==> config.mk <==
export PLATFORM = sky130hd
export DESIGN_NAME = triangle_loader
export DESIGN_NICKNAME = d
export VERILOG_FILES = /design/src/rtl/triangle_pkg.sv /design/src/rtl/sat_counter.sv /design/src/rtl/triangle_loader.sv
export SDC_FILE = /design/constraint.sdc
export NUM_CORES = 1
export LEC_CHECK = 0
export BUFFER_PORTS_ARGS = -buffer_cell sky130_fd_sc_hd__buf_2
export CAP_MARGIN = 20
export CORE_ASPECT_RATIO = 0.8
export CORE_UTILIZATION = 35
export DETAILED_ROUTE_END_ITERATION = 10
export GPL_ROUTABILITY_DRIVEN = 1
export MAX_ROUTING_LAYER = met4
export SYNTH_ARGS = -nofsm -noshare
export SYNTH_HDL_FRONTEND = slang
export SYNTH_HIERARCHICAL = 1
export SYNTH_SLANG_ARGS = --single-unit
==> constraint.sdc <==
create_clock -name CLK -period 2.88 [get_ports CLK]
set_clock_uncertainty 0.15 [all_clocks]
set_input_delay 0.288 -clock CLK [delete_from_list [all_inputs] [get_ports CLK]]
set_output_delay 0.288 -clock CLK [all_outputs]
set_load 0.05 [all_outputs]
==> src/rtl/triangle_pkg.sv <==
// triangle_pkg: shared types and defaults for triangle_loader.
// Holds the loader FSM state enum and default widths.
package triangle_pkg;

   localparam int W_DEFAULT     = 8;
   localparam int CNT_W_DEFAULT = 16;

   typedef enum logic [2:0] {
      LOAD_A,
      LOAD_B,
      LOAD_C,
      EVAL,
      HOLD
   } ld_state_t;

endpackage

==> src/rtl/sat_counter.sv <==
// sat_counter: up-counter that sticks at all-ones.
// Ports: clk, rst_n (async low), inc, clr (sync, wins), q.
module sat_counter
   import triangle_pkg::*;
#(
   parameter int CNT_W = CNT_W_DEFAULT
) (
   input  logic             clk,
   input  logic             rst_n,
   input  logic             inc,
   input  logic             clr,
   output logic [CNT_W-1:0] q
);

   always_ff @(posedge clk or negedge rst_n) begin
      if (!rst_n) begin
         q <= '0;
      end else if (clr) begin
         q <= '0;
      end else if (inc && (q != '1)) begin
         q <= q + 1'b1;
      end
   end

endmodule

==> src/rtl/triangle_loader.sv <==
// triangle_loader: groups a side stream into A/B/C triples for TRIANGLE.
// Ports: CLK/RST_N, DIN handshake, A/B/C, TRI_OUT, result port, counters, CLR.
module triangle_loader
   import triangle_pkg::*;
#(
   parameter int W     = W_DEFAULT,
   parameter int CNT_W = CNT_W_DEFAULT
) (
   input  logic             CLK,
   input  logic             RST_N,
   input  logic [W-1:0]     DIN,
   input  logic             DIN_VALID,
   output logic             DIN_READY,
   output logic [W-1:0]     A,
   output logic [W-1:0]     B,
   output logic [W-1:0]     C,
   input  logic             TRI_OUT,
   output logic             RES_VALID,
   input  logic             RES_READY,
   output logic             RES_IS_TRI,
   output logic [CNT_W-1:0] TRI_COUNT,
   output logic [CNT_W-1:0] SET_COUNT,
   input  logic             CLR
);

   ld_state_t state;
   logic      accept;
   logic      eval;

   // Ready is a pure state decode so no input reaches an output.
   assign DIN_READY = (state == LOAD_A) ||
                      (state == LOAD_B) ||
                      (state == LOAD_C);
   assign accept    = DIN_VALID & DIN_READY;
   assign eval      = (state == EVAL);

   always_ff @(posedge CLK or negedge RST_N) begin
      if (!RST_N) begin
         state      <= LOAD_A;
         A          <= '0;
         B          <= '0;
         C          <= '0;
         RES_VALID  <= 1'b0;
         RES_IS_TRI <= 1'b0;
      end else begin
         unique case (state)
            LOAD_A: begin
               if (accept) begin
                  A     <= DIN;
                  state <= LOAD_B;
               end
            end
            LOAD_B: begin
               if (accept) begin
                  B     <= DIN;
                  state <= LOAD_C;
               end
            end
            LOAD_C: begin
               if (accept) begin
                  C     <= DIN;
                  state <= EVAL;
               end
            end
            // A/B/C settled for a full cycle; sample the checker.
            EVAL: begin
               RES_IS_TRI <= TRI_OUT;
               RES_VALID  <= 1'b1;
               state      <= HOLD;
            end
            HOLD: begin
               if (RES_READY) begin
                  RES_VALID <= 1'b0;
                  state     <= LOAD_A;
               end
            end
            default: begin
               state <= LOAD_A;
            end
         endcase
      end
   end

   sat_counter #(
      .CNT_W (CNT_W)
   ) u_set_cnt (
      .clk   (CLK),
      .rst_n (RST_N),
      .inc   (eval),
      .clr   (CLR),
      .q     (SET_COUNT)
   );

   sat_counter #(
      .CNT_W (CNT_W)
   ) u_tri_cnt (
      .clk   (CLK),
      .rst_n (RST_N),
      .inc   (eval & TRI_OUT),
      .clr   (CLR),
      .q     (TRI_COUNT)
   );

endmodule

======== Yosys cells after proc, flatten, opt, wreduce, memory -nomap -nowiden ========
Cells that the tools add are included.
word-level totals
  register bits after elaboration ......... 61
  bits of input ports ..................... 14
operators by class
  $add $sub $neg .......................... 2
  eq/ne operators ......................... 10
  multiplexer cells ....................... 11
  bitwise logic cells ..................... 2
  reduce and logical (&&, ||, !) cells .... 13
operators by type and width
  cell                                                              number
  16-bit two-way mux                                                4
  16-bit by 1-bit adder with 16-bit output (second input constant)  2
  16-bit inequality test (second input constant)                    2
  3-bit one-hot mux with 5 select lines                             1
  3-bit two-way mux                                                 4
  2-bit inequality test (second input constant)                     4
  2-bit AND reduction                                               4
  3-bit by 2-bit == test with 1-bit output (second input constant)  2
  2-bit nonzero test                                                3
  4-bit AND reduction                                               1
  3-bit by 1-bit == test with 1-bit output (second input constant)  1
  3-bit == test (second input constant)                             1
  3-bit zero test                                                   1
  1-bit bitwise AND                                                 2
  1-bit logical AND                                                 2
  1-bit logical OR                                                  2
  1-bit one-hot mux with 2 select lines                             1
  1-bit two-way mux                                                 1

======== Logic depth before layout (Yosys ltp) ========
Gate-level depths: netlist (run 1).
  depth in word-level cells ............... 6
  depth in mapped cells ................... 8
  depth with buffers taken out ............ 5

======== Cells and area by module ========
Netlist (run 1), hierarchy kept.
modules (own cells, without submodules)
  module           times used  cells an instance  area each (µm²)  sequential area each (µm²)
  sat_counter      2           98                 942.2            400.4
  triangle_loader  1           79                 1194.9           725.7

======== Worst setup path before layout (run 1) ========
Ideal clock, no wire load.
  path kind ............................... register to register
  start point ............................. reg u_set_cnt.q[0]
  end point ............................... reg u_set_cnt.q[15]
  data arrival time ....................... 1.988 ns
  data required time ...................... 2.602 ns
  setup slack ............................. 0.614 ns
  stages on the path, launching flop included .. 6
  path buffers ............................ 0
  period minus slack after synthesis ...... 2.266 ns
  path through ............................ dfrtp_1 > ha_1 > nand4_2 > nor4_4 > nor4_1 > mux2_1
on the way
  word-level cells in the longest chain between the ends .. 3
ends and longest elaborated chain
  element                                                                                    RTL line                              source
  start, declared                                                                            sat_counter.sv:12                     output logic [CNT_W-1:0] q
  start signal, assigned                                                                     sat_counter.sv:21                     q <= q + 1'b1;
  16-bit by 1-bit adder with 16-bit output / 16-bit inequality test (equally long branches)  sat_counter.sv:21, sat_counter.sv:20
  16-bit two-way mux / 1-bit logical AND (equally long branches)                             sat_counter.sv:20                     end else if (inc && (q != '1)) begin
  16-bit two-way mux / 2-bit nonzero test (equally long branches)                            -
Parallel ways exist; a longest one is shown, timed or not. The select of a mux whose other input is x is not followed.
A chain may end at the register's enable or synchronous reset.

======== Final worst setup path (run 1) ========
  start point ............................. reg state[2]
  end point ............................... reg u_tri_cnt.q[3]
on the way
  word-level cells in the longest chain between the ends .. 4
ends and longest elaborated chain
  element                                   RTL line               source
  start, declared                           triangle_loader.sv:26  ld_state_t state;
  start signal, assigned                    triangle_loader.sv:39  state <= LOAD_A;
  start signal, assigned                    triangle_loader.sv:50  state <= LOAD_B;
  start signal, assigned                    triangle_loader.sv:56  state <= LOAD_C;
  3-bit by 2-bit == test with 1-bit output  triangle_loader.sv:35  assign eval = (state == EVAL);
  1-bit bitwise AND                         triangle_loader.sv:99  .inc (eval & TRI_OUT),
  1-bit logical AND                         sat_counter.sv:20
  2-bit nonzero test (no line)              -
  end signal, assigned                      sat_counter.sv:21
  end, declared                             sat_counter.sv:12
Every way passes these cells.

==> flow_metrics.tcl, run 1 <==
set metrics [dict create \
    period_minus_slack_ns 2.449 \
    critical_path_class "flop to flop" \
    synth_fp_nets 291 \
    drive_gt1_frac 0.3949 \
    die_y_um 85.90 \
    fin_nets 363 \
    synth_top_cell_by_area "dfrtp_1" \
    die_w_um 106.9 \
    cap_viol_max_count 0 \
    cts_tree "yes" \
    finish.utilization 0.4408 \
    synthCells 275 \
    place_congestion 0.8065 \
    synth_cell_types 39 \
    path_max_fanout 22 \
    crit_required_ns 2.99 \
    start_util 0.3614 \
    cts_sinks 61 \
    crit_path_start_kind "flop" \
    syn_to_final_growth_pct 21.98 \
    setup_viol 0 \
    gr-max-usage-layer "met2" \
    arrival_ns 2.56 \
    path_clk_slew_ns 0.07 \
    vias_per_cell 5.302 \
    drt-initial-drc-count 110 \
    grt_usage 0.1682 \
    p_leak_uw 0.001710 \
    instances_no_fill 464 \
    async_reset_ff_frac 1.000 \
    hold_path.class "primary input to flop" \
    end_kind "flop" \
    grt_use_met2 0.2452 \
    io_pins 73 \
    cts_made_buffers 9 \
    grt_pass1_wl_um 11730 \
    dp_cells 447 \
    powerDensity_mw_per_mm2 914.4 \
    h-tree-depth 3 \
    grt_antenna_before_repair 0 \
    synth_seq_area_share 0.4957 \
    synth_top_flop_cell "dfrtp_1" \
    status "finished clean" \
    die_area_mm2 0.009179 \
    wl_per_cell_um 14.96 \
    cts_resized 0 \
    peakVddDrop_uv 660.0 \
    synth_common_cells "dfrtp_1 (61), a21oi_1 (25), mux2_2 (25)" \
    antenna_left 0 \
    fillerInstances 837 \
    grt_overflow_total 0 \
    grt_pass1_vias 2329 \
    synth-seq-cells 61 \
    ctsLongestPathBuffers 2 \
    slew_viol_final 0 \
    grt_max_degree 41 \
    worst_slew_pin_slew_ns 0.7353 \
    synth_area_mm2 0.003079 \
    netlist.area_leader.share 0.4957 \
    synth.most_common_cell "dfrtp_1" \
    rsz0062_at_grt "no" \
    clockRootBuffer "clkbuf_8" \
    portBuffers 72 \
    hold_viol_final 0 \
    yosysWarnings 6 \
    drc 0 \
    avgSynthCellArea_um2 11.20 \
    synth_edf_count 0 \
    num_antenna_cells 0 \
    route.vias.total 2460 \
    drt_wl_total_um 6941 \
    tns_ns 0 \
    insertion_delay_ns 0.34 \
    rows 30 \
    grt_use_met1 0.2232 \
    gr-usage-met3 0.05699 \
    core_area_mm2 0.008521 \
    post-route-period-util 0.8505 \
    max_freq_ghz 0.4083 \
    relSlewSlack 0.5098 \
    hpwl_um 4844 \
    synth.area.top_cells "dfrtp_1 (50%), mux2_2 (9.1%), a21oi_1 (4.1%)" \
    firstDrtPassIters 4 \
]
cells in the final DEF (no fill, tap or decap), types with 9 or more instances in the layout:
cell and instances:
buf_2 72, dfrtp_1 61, a21oi_1 25, mux2_2 25
nand2_1 14, o31ai_1 14, nand4_1 12, or4_1 10
inv_1 9, nor2_1 9, clkbuf_8 9
kinds of logic after synthesis:
group / synth area share
AO/OA/AOI/OAI: 0.1065
adder cells (fa/ha/maj): 0.008125
buffers and inverters: 0.04022
flip-flops: 0.4957
multiplexers: 0.1207
AND/OR/NAND/NOR: 0.2288
worst paths after layout:
| check | slack [ns] | cells past startpoint | endpoint | start |
|---|---|---|---|---|
| setup reg to reg | 0.43 | 5 | u_tri_cnt/q[3]$_DFFE_PN0P_ | state[2]$_DFFE_PN0P_ |
| min in group asynchronous | 0.38 | 2 | A[5]$_DFFE_PN0P_ | RST_N |
| setup / recovery | 0.43 | 5 | u_tri_cnt/q[3]$_DFFE_PN0P_ | state[2]$_DFFE_PN0P_ |
| max in group asynchronous | 1.57 | 3 | u_tri_cnt/q[14]$_DFFE_PN0P_ | RST_N |
| hold reg to reg | 0.35 | 1 | A[1]$_DFFE_PN0P_ | A[1]$_DFFE_PN0P_ |
| hold / removal | 0.05 | 2 | A[1]$_DFFE_PN0P_ | DIN[1] |
critical path, cell delays in order, from the launching register on:
cell,delay [ns]
dfrtp_1,0.48
nand3b_1,0.29
nor2_1,0.27
inv_1,0.31
or4_2,0.71
a21oi_1,0.16
power breakdown:
part           switching (uW)  internal, uW  total [uW]
clock network             357           489         846
logic                     992           385        1380
registers                 144          1070        1210
total                    1490          1940        3430
through the flow:
step	hold slack, ns	area (um^2)	setup slack, ns	power (uW)
3_5_place_dp	0.2406	3525	0.4456	2622
3_3_place_gp	0.2338	3525	0.5321	2588
2_1_floorplan	-0.1576	3079	0.6140	2316
5_1_grt	0.02596	3756	0.1922	3613
6_report	0.05244	3756	0.4307	3435
4_1_cts	0.03332	3756	0.4364	3485
flip-flops by register name (all words and copies together) (netlist names):
register / flops
A: 8
B: 8
C: 8
RES_IS_TRI: 1
RES_VALID: 1
state: 3
u_set_cnt/q: 16
u_tri_cnt/q: 16
layout make-up:
type / instances / area [um^2] / share of cell area
Clock buffer: 9 / 123.9 / 0.03298
Multi-Input combinational cell: 190 / 1429 / 0.3804
Inverter: 9 / 33.78 / 0.008994
Tap cell: 112 / 140.1 / 0.03731
Sequential cell: 61 / 1526 / 0.4064
Timing Repair Buffer: 76 / 405.4 / 0.1079
Clock inverter: 7 / 97.59 / 0.02598
routing by layer:
metal	wire length, um	vias up
li1	-	1187
met1	3360	1205
met2	3174	60
met3	331	8
met4	75	0
met5	0	-
timing repair:
item,in CTS,in global routing
hold buffers,1,0
hold endpoints to repair,30,0
buffers inserted,0,0
(Power assumes the default switching activity.)
==> run 2: changes to the inputs <==
ABC_AREA = 1   (was default)
CTS_CLUSTER_SIZE = 12   (was default)
==> run 2 against run 1 <==
Net effect:
- the flow now finishes with violations (negative hold slack)
- via count grew 23%
- synthesized cell count grew 55%
- sequential share of layout area down 2.8 points
- critical path depth is 2 higher
- utilization up 0.35 points
- non-clock buffer count down 1
- clock-buffer cell count unchanged
- final area grew 7.4%
- worst setup slack gained 0.54 ns
- cell count increased by 35%
- area after synthesis rose by 7.0%
- maximum frequency up 28%
==> flow_metrics.tcl, run 2 <==
set metrics [dict create \
    crit_family "simple AND/OR/NAND/NOR gates" \
    firstDrtPassIters 4 \
    tns_ns 0 \
    finalPower_uw 3585 \
    max_freq_ghz 0.5234 \
    cap_viol_max_count 0 \
    hold_path.class "primary input to async pin" \
    violations "negative hold slack" \
    swShare 0.4584 \
    cts_tree "yes" \
    post-cts-setup-buffers 0 \
    p_int_uw 1942 \
    synthCells 427 \
    multi_input_area_mm2 0.001562 \
    wl_per_cell_um 13.10 \
    clockRootBuffer "clkbuf_16" \
    ctsLongestPathBuffers 2 \
    synth_fp_nets 443 \
    path_clk_slew_ns 0.06 \
    fin_nets 522 \
    netlist.area_leader.share 0.4633 \
    powerDensity_mw_per_mm2 889.0 \
    drt_wl_total_um 8202 \
    synth_common_cells "nand2_1 (191), dfrtp_1 (61), nand3_1 (31)" \
    insertion_delay_ns 0.33 \
    antenna_left 0 \
    num_antenna_cells 0 \
    route.vias.total 3022 \
    arrival_ns 2.02 \
    cts_made_buffers 9 \
    avgSynthCellArea_um2 7.715 \
    slew_viol_final 0 \
    regArea_mm2 0.001526 \
    start_util 0.3630 \
    vias_per_cell 4.827 \
    synth_area_mm2 0.003294 \
    post-route-period-util 0.6634 \
    synth.most_common_cell "nand2_1" \
    peakVddDrop_uv 648.2 \
    layout_commonest_cell "nand2_1" \
    rsz0062_at_grt "no" \
    critical_path_class "flop to flop" \
    path_buf_inv 2 \
    crit_path_start_kind "flop" \
    synth_top_flop_cell "dfrtp_1" \
    critical_path.max_stage_delay_ns 0.58 \
    synth_top_cell_by_area "dfrtp_1" \
    status "complete, but fails checks" \
    synth.area.top_cells "dfrtp_1 (46%), nand2_1 (22%), nand3_1 (4.7%)" \
    die_area_mm2 0.009807 \
    p_leak_uw 0.002175 \
    grt_antenna_before_repair 0 \
    die_y_um 88.78 \
    final_cell_mix "nand2_1 (191), buf_2 (72), dfrtp_1 (61), nand3_1 (31), nor2_1 (30)" \
    hold_viol_final 23 \
    drc 0 \
    core_area_mm2 0.009076 \
    rows 31 \
    r2r_slack_ns 0.97 \
    power_frac_seq 0.332 \
    cpMaxStageDelayCell "dfrtp_1" \
    fillerInstances 946 \
    portBuffers 72 \
    path_common_cell "nor2_1" \
    cts_resized 0 \
    drt-initial-drc-count 203 \
    synth_cell_types 28 \
    hold_ws_ns -0.02723 \
    grt_max_degree 62 \
    crit_required_ns 2.99 \
    gr-max-usage-layer "met2" \
    synth_seq_area_share 0.4633 \
    async_reset_ff_frac 1.000 \
    grt_use_met2 0.2676 \
    io_pins 73 \
    gr-usage-met3 0.04589 \
    hpwl_um 5807 \
    grt_use_met1 0.2453 \
    power_switching_uw 1643 \
    grt_usage 0.1822 \
    yosysWarnings 6 \
    synth-seq-cells 61 \
    place_congestion 0.8299 \
    syn_to_final_growth_pct 22.41 \
    synth_edf_count 0 \
    p_comb_frac 0.392 \
    path_max_fanout 13 \
    reg_top3 "u_set_cnt/q x16, u_tri_cnt/q x16" \
    clock_power_share 0.276 \
    end_kind "flop" \
    grt_overflow_total 0 \
    h-tree-depth 3 \
    cp_cell_sequence "nand3_1, nor2_1, inv_1, nor2_1, buf_4, nand4_1, nand2_1" \
    drive_gt1_frac 0.2407 \
    relSlewSlack 0.4675 \
    worst_slew_pin_slew_ns 0.7988 \
    die_w_um 110.5 \
    ctsHoldBuffers 0 \
    grt_pass1_wl_um 13590 \
    period_minus_slack_ns 1.911 \
    grt_pass1_vias 2734 \
    setup_viol 0 \
    cts_sinks 61 \
]
run 2: metrics by stage:
step / setup WS, ns / hold WS (ns) / util / std cells / area [um^2]
2_1_floorplan: 0.8650 / -0.1576 / - / 427 / 3294
3_3_place_gp: 1.054 / 0.2999 / 0.4138 / 610 / 3756
6_report: 0.9695 / -0.02723 / 0.4443 / 626 / 4033
3_5_place_dp: 1.005 / 0.3054 / 0.4138 / 610 / 3756
5_1_grt: 0.7982 / 0.04569 / 0.4443 / 626 / 4033
4_1_cts: 0.9788 / 0.01030 / 0.4443 / 626 / 4033
run 2: path summary, 6_finish.rpt:
check | end | cells after the start | from
max | u_tri_cnt/q[10]$_DFFE_PN0P_ | 7 | state[0]$_DFFE_PN0P_
min in group CLK | A[3]$_DFFE_PN0P_ | 3 | DIN[3]
max in group asynchronous | B[7]$_DFFE_PN0P_ | 2 | RST_N
min | u_set_cnt/q[6]$_DFFE_PN0P_ | 2 | RST_N
min reg2reg | C[6]$_DFFE_PN0P_ | 2 | C[6]$_DFFE_PN0P_
max reg2reg | u_tri_cnt/q[10]$_DFFE_PN0P_ | 7 | state[0]$_DFFE_PN0P_
run 2: worst register-to-register path, stage by stage, from the launching register on:
cell     delay (ns)
dfrtp_1        0.58
nand3_1        0.27
nor2_1         0.27
inv_1          0.07
nor2_1         0.10
buf_4          0.20
nand4_1        0.10
nand2_1        0.11
run 2: layer usage:
metal  vias up  wire length [um]
met5         -                 0
met4         0                39
met3         4               349
met2        59              3640
met1      1439              4173
li1       1520                 -
run 2: cells by family after synthesis:
logic type	after synthesis	synth area share
adder cells (fa/ha/maj)	2	0.007595
AO/OA/AOI/OAI	18	0.03722
AND/OR/NAND/NOR	293	0.4026
XOR/XNOR	10	0.02658
flip-flops	61	0.4633
buffers and inverters	43	0.06267
run 2: area by class of cell:
type | count | area share
clock buffer | 9 | 0.05585
clock inverter | 7 | 0.01272
inverter | 36 | 0.03506
multi-input combinational | 323 | 0.3872
sequential | 61 | 0.3785
tap | 115 | 0.03568
timing repair buffer | 75 | 0.09494
run 2: power by group through the flow:
stage,logic [uW],clock network (uW),registers [uW]
2_1_floorplan,502,0,1780
4_1_cts,1420,1030,1190
6_report,1400,989,1190
3_5_place_dp,1410,0,1200
5_1_grt,1510,1060,1220
3_3_place_gp,1400,0,1190
==> run 3: changes to the inputs <==
clock period = 1.8 ns   (was 2.88 ns; I/O delays follow)
==> run 3 against run 2 <==
Net effect:
- the flow now finishes without violations
- combinational power grew 72%
- clock-buffer cell count stayed put
- cell count is 5.8% higher
- routed wire length rose by 5.4%
- critical path type unchanged
- largest power group unchanged
==> flow_metrics.tcl, run 3 (synthesis results as in run 2) <==
set metrics [dict create \
    insertion_delay_ns 0.33 \
    clock_power_share 0.321 \
    slew_viol_final 0 \
    critical_path.max_stage_delay_ns 0.37 \
    die_y_um 88.78 \
    start_util 0.3630 \
    path_clk_slew_ns 0.06 \
    cts_tree "yes" \
    critical_path_class "flop to flop" \
    r2r_slack_ns 0.09 \
    drc 0 \
    power_switching_uw 2668 \
    p_comb_frac 0.383 \
    rows 31 \
    firstDrtPassIters 5 \
    grt_max_degree 62 \
    hpwl_um 6141 \
    powerDensity_mw_per_mm2 1405 \
    fin_nets 558 \
    post-route-period-util 0.9473 \
    swShare 0.4240 \
    num_antenna_cells 0 \
    hold_viol_final 0 \
    end_kind "flop" \
    grt_antenna_before_repair 0 \
    ctsLongestPathBuffers 2 \
    vias_per_cell 4.796 \
    antenna_left 0 \
    tns_ns 0 \
    clockRootBuffer "clkbuf_16" \
    crit_path_start_kind "flop" \
    wl_per_cell_um 13.06 \
    setup_viol 0 \
    core_area_mm2 0.009076 \
    grt_usage 0.1910 \
    grt_overflow_total 0 \
    drive_gt1_frac 0.3108 \
    drt-initial-drc-count 174 \
    grt_pass1_vias 2961 \
    cts_sinks 61 \
    die_area_mm2 0.009807 \
    cts_made_buffers 9 \
    p_leak_uw 0.002349 \
    finalPower_uw 6291 \
    cap_viol_max_count 0 \
    dp_cells 635 \
    drt_wl_total_um 8648 \
    grt_pass1_wl_um 14330 \
    peakVddDrop_uv 807.5 \
    finish.utilization 0.4932 \
    place_congestion 0.8484 \
    rsz0062_at_grt "no" \
    hold_ws_ns 0.04999 \
    h-tree-depth 3 \
    io_pins 73 \
    portBuffers 72 \
    path_common_cell "nand2_1" \
    instances_no_fill 662 \
    arrival_ns 1.82 \
    path_max_fanout 6 \
    crit_family "simple AND/OR/NAND/NOR gates" \
    reg_top3 "u_set_cnt/q x16, u_tri_cnt/q x16" \
    final_cell_mix "nand2_1 (191), buf_2 (72), dfrtp_1 (43), nand3_1 (31), nor2_1 (29)" \
    crit_required_ns 1.91 \
    p_int_uw 3623 \
    worst_slew_pin_slew_ns 0.5375 \
    route.vias.total 3175 \
    max_freq_ghz 0.5865 \
    period_minus_slack_ns 1.705 \
    relSlewSlack 0.6413 \
    status "finished clean" \
    power_frac_seq 0.296 \
    hold_path.class "primary input to flop" \
    cpMaxStageDelayCell "nor2_1" \
    layout_commonest_cell "nand2_1" \
    syn_to_final_growth_pct 35.89 \
    path_buf_inv 1 \
    fillerInstances 896 \
    die_w_um 110.5 \
    cp_cell_sequence "buf_4, nand2_1, nor2_1, nand3_1, xnor2_1, nand2_1, nand2_1" \
]
==> run 3: per-stage QoR <==
step                setup WS [ns]  area (um^2)
finish                    0.09483         4477
global route            0.0009808         4477
CTS                      0.006374         4464
detailed placement        -0.2433         4004
global placement          -0.1810         4004
floorplan                0.004825         3342
==> run 3: what timing repair did <==
action                                  4_1_cts  5_1_grt
endpoints found under the hold margin        87        0
setup buffers                                 0        0
resized for setup                             1        3
hold buffers                                 11        0
endpoints found under the setup margin       13       15
==> run 3: worst min-delay path: cells and delay by family <==
kind | cells | cell delay, ns
and+or+nand+nor | 3 | 0.16
buffers and inverters | 1 | 0.14
==> run 3: cell type report <==
class / count / area (um^2) / share of cell area
clock buffers: 9 / 225.2 / 0.05031
clock inverters: 7 / 122.6 / 0.02739
inverters: 36 / 143.9 / 0.03214
multi-input cells: 323 / 1599 / 0.3572
flip-flops and latches: 61 / 1549 / 0.3460
well taps: 115 / 143.9 / 0.03214
repair buffers: 111 / 693.2 / 0.1548
==> run 3: path summary, 6_finish.rpt <==
path,from,endpoint,cells past startpoint
min in group asynchronous,RST_N,u_set_cnt/q[7]$_DFFE_PN0P_,3
setup reg to reg,u_tri_cnt/q[7]$_DFFE_PN0P_,u_tri_cnt/q[13]$_DFFE_PN0P_,7
max in group asynchronous,RST_N,u_tri_cnt/q[8]$_DFFE_PN0P_,3
setup / recovery,u_tri_cnt/q[7]$_DFFE_PN0P_,u_tri_cnt/q[13]$_DFFE_PN0P_,7
hold reg to reg,C[2]$_DFFE_PN0P_,C[2]$_DFFE_PN0P_,2
hold / removal,CLR,u_tri_cnt/q[4]$_DFFE_PN0P_,4
==> run 3: metal layers <==
metal | track usage | vias up | wire, um
met1 | 0.2547 | 1500 | 4271
met4 | 0.05818 | 0 | 115
met5 | - | - | 0
li1 | - | 1583 | -
met2 | 0.2863 | 80 | 3775
met3 | 0.04863 | 12 | 485
==> run 3: power groups by stage <==
stage          clock network (uW)  logic, uW  registers (uW)
2_1_floorplan                   0        805            2860
4_1_cts                      2070       2420            1860
5_1_grt                      2120       2580            1900
3_5_place_dp                    0       2400            1880
3_3_place_gp                    0       2380            1870
6_report                     2020       2410            1860
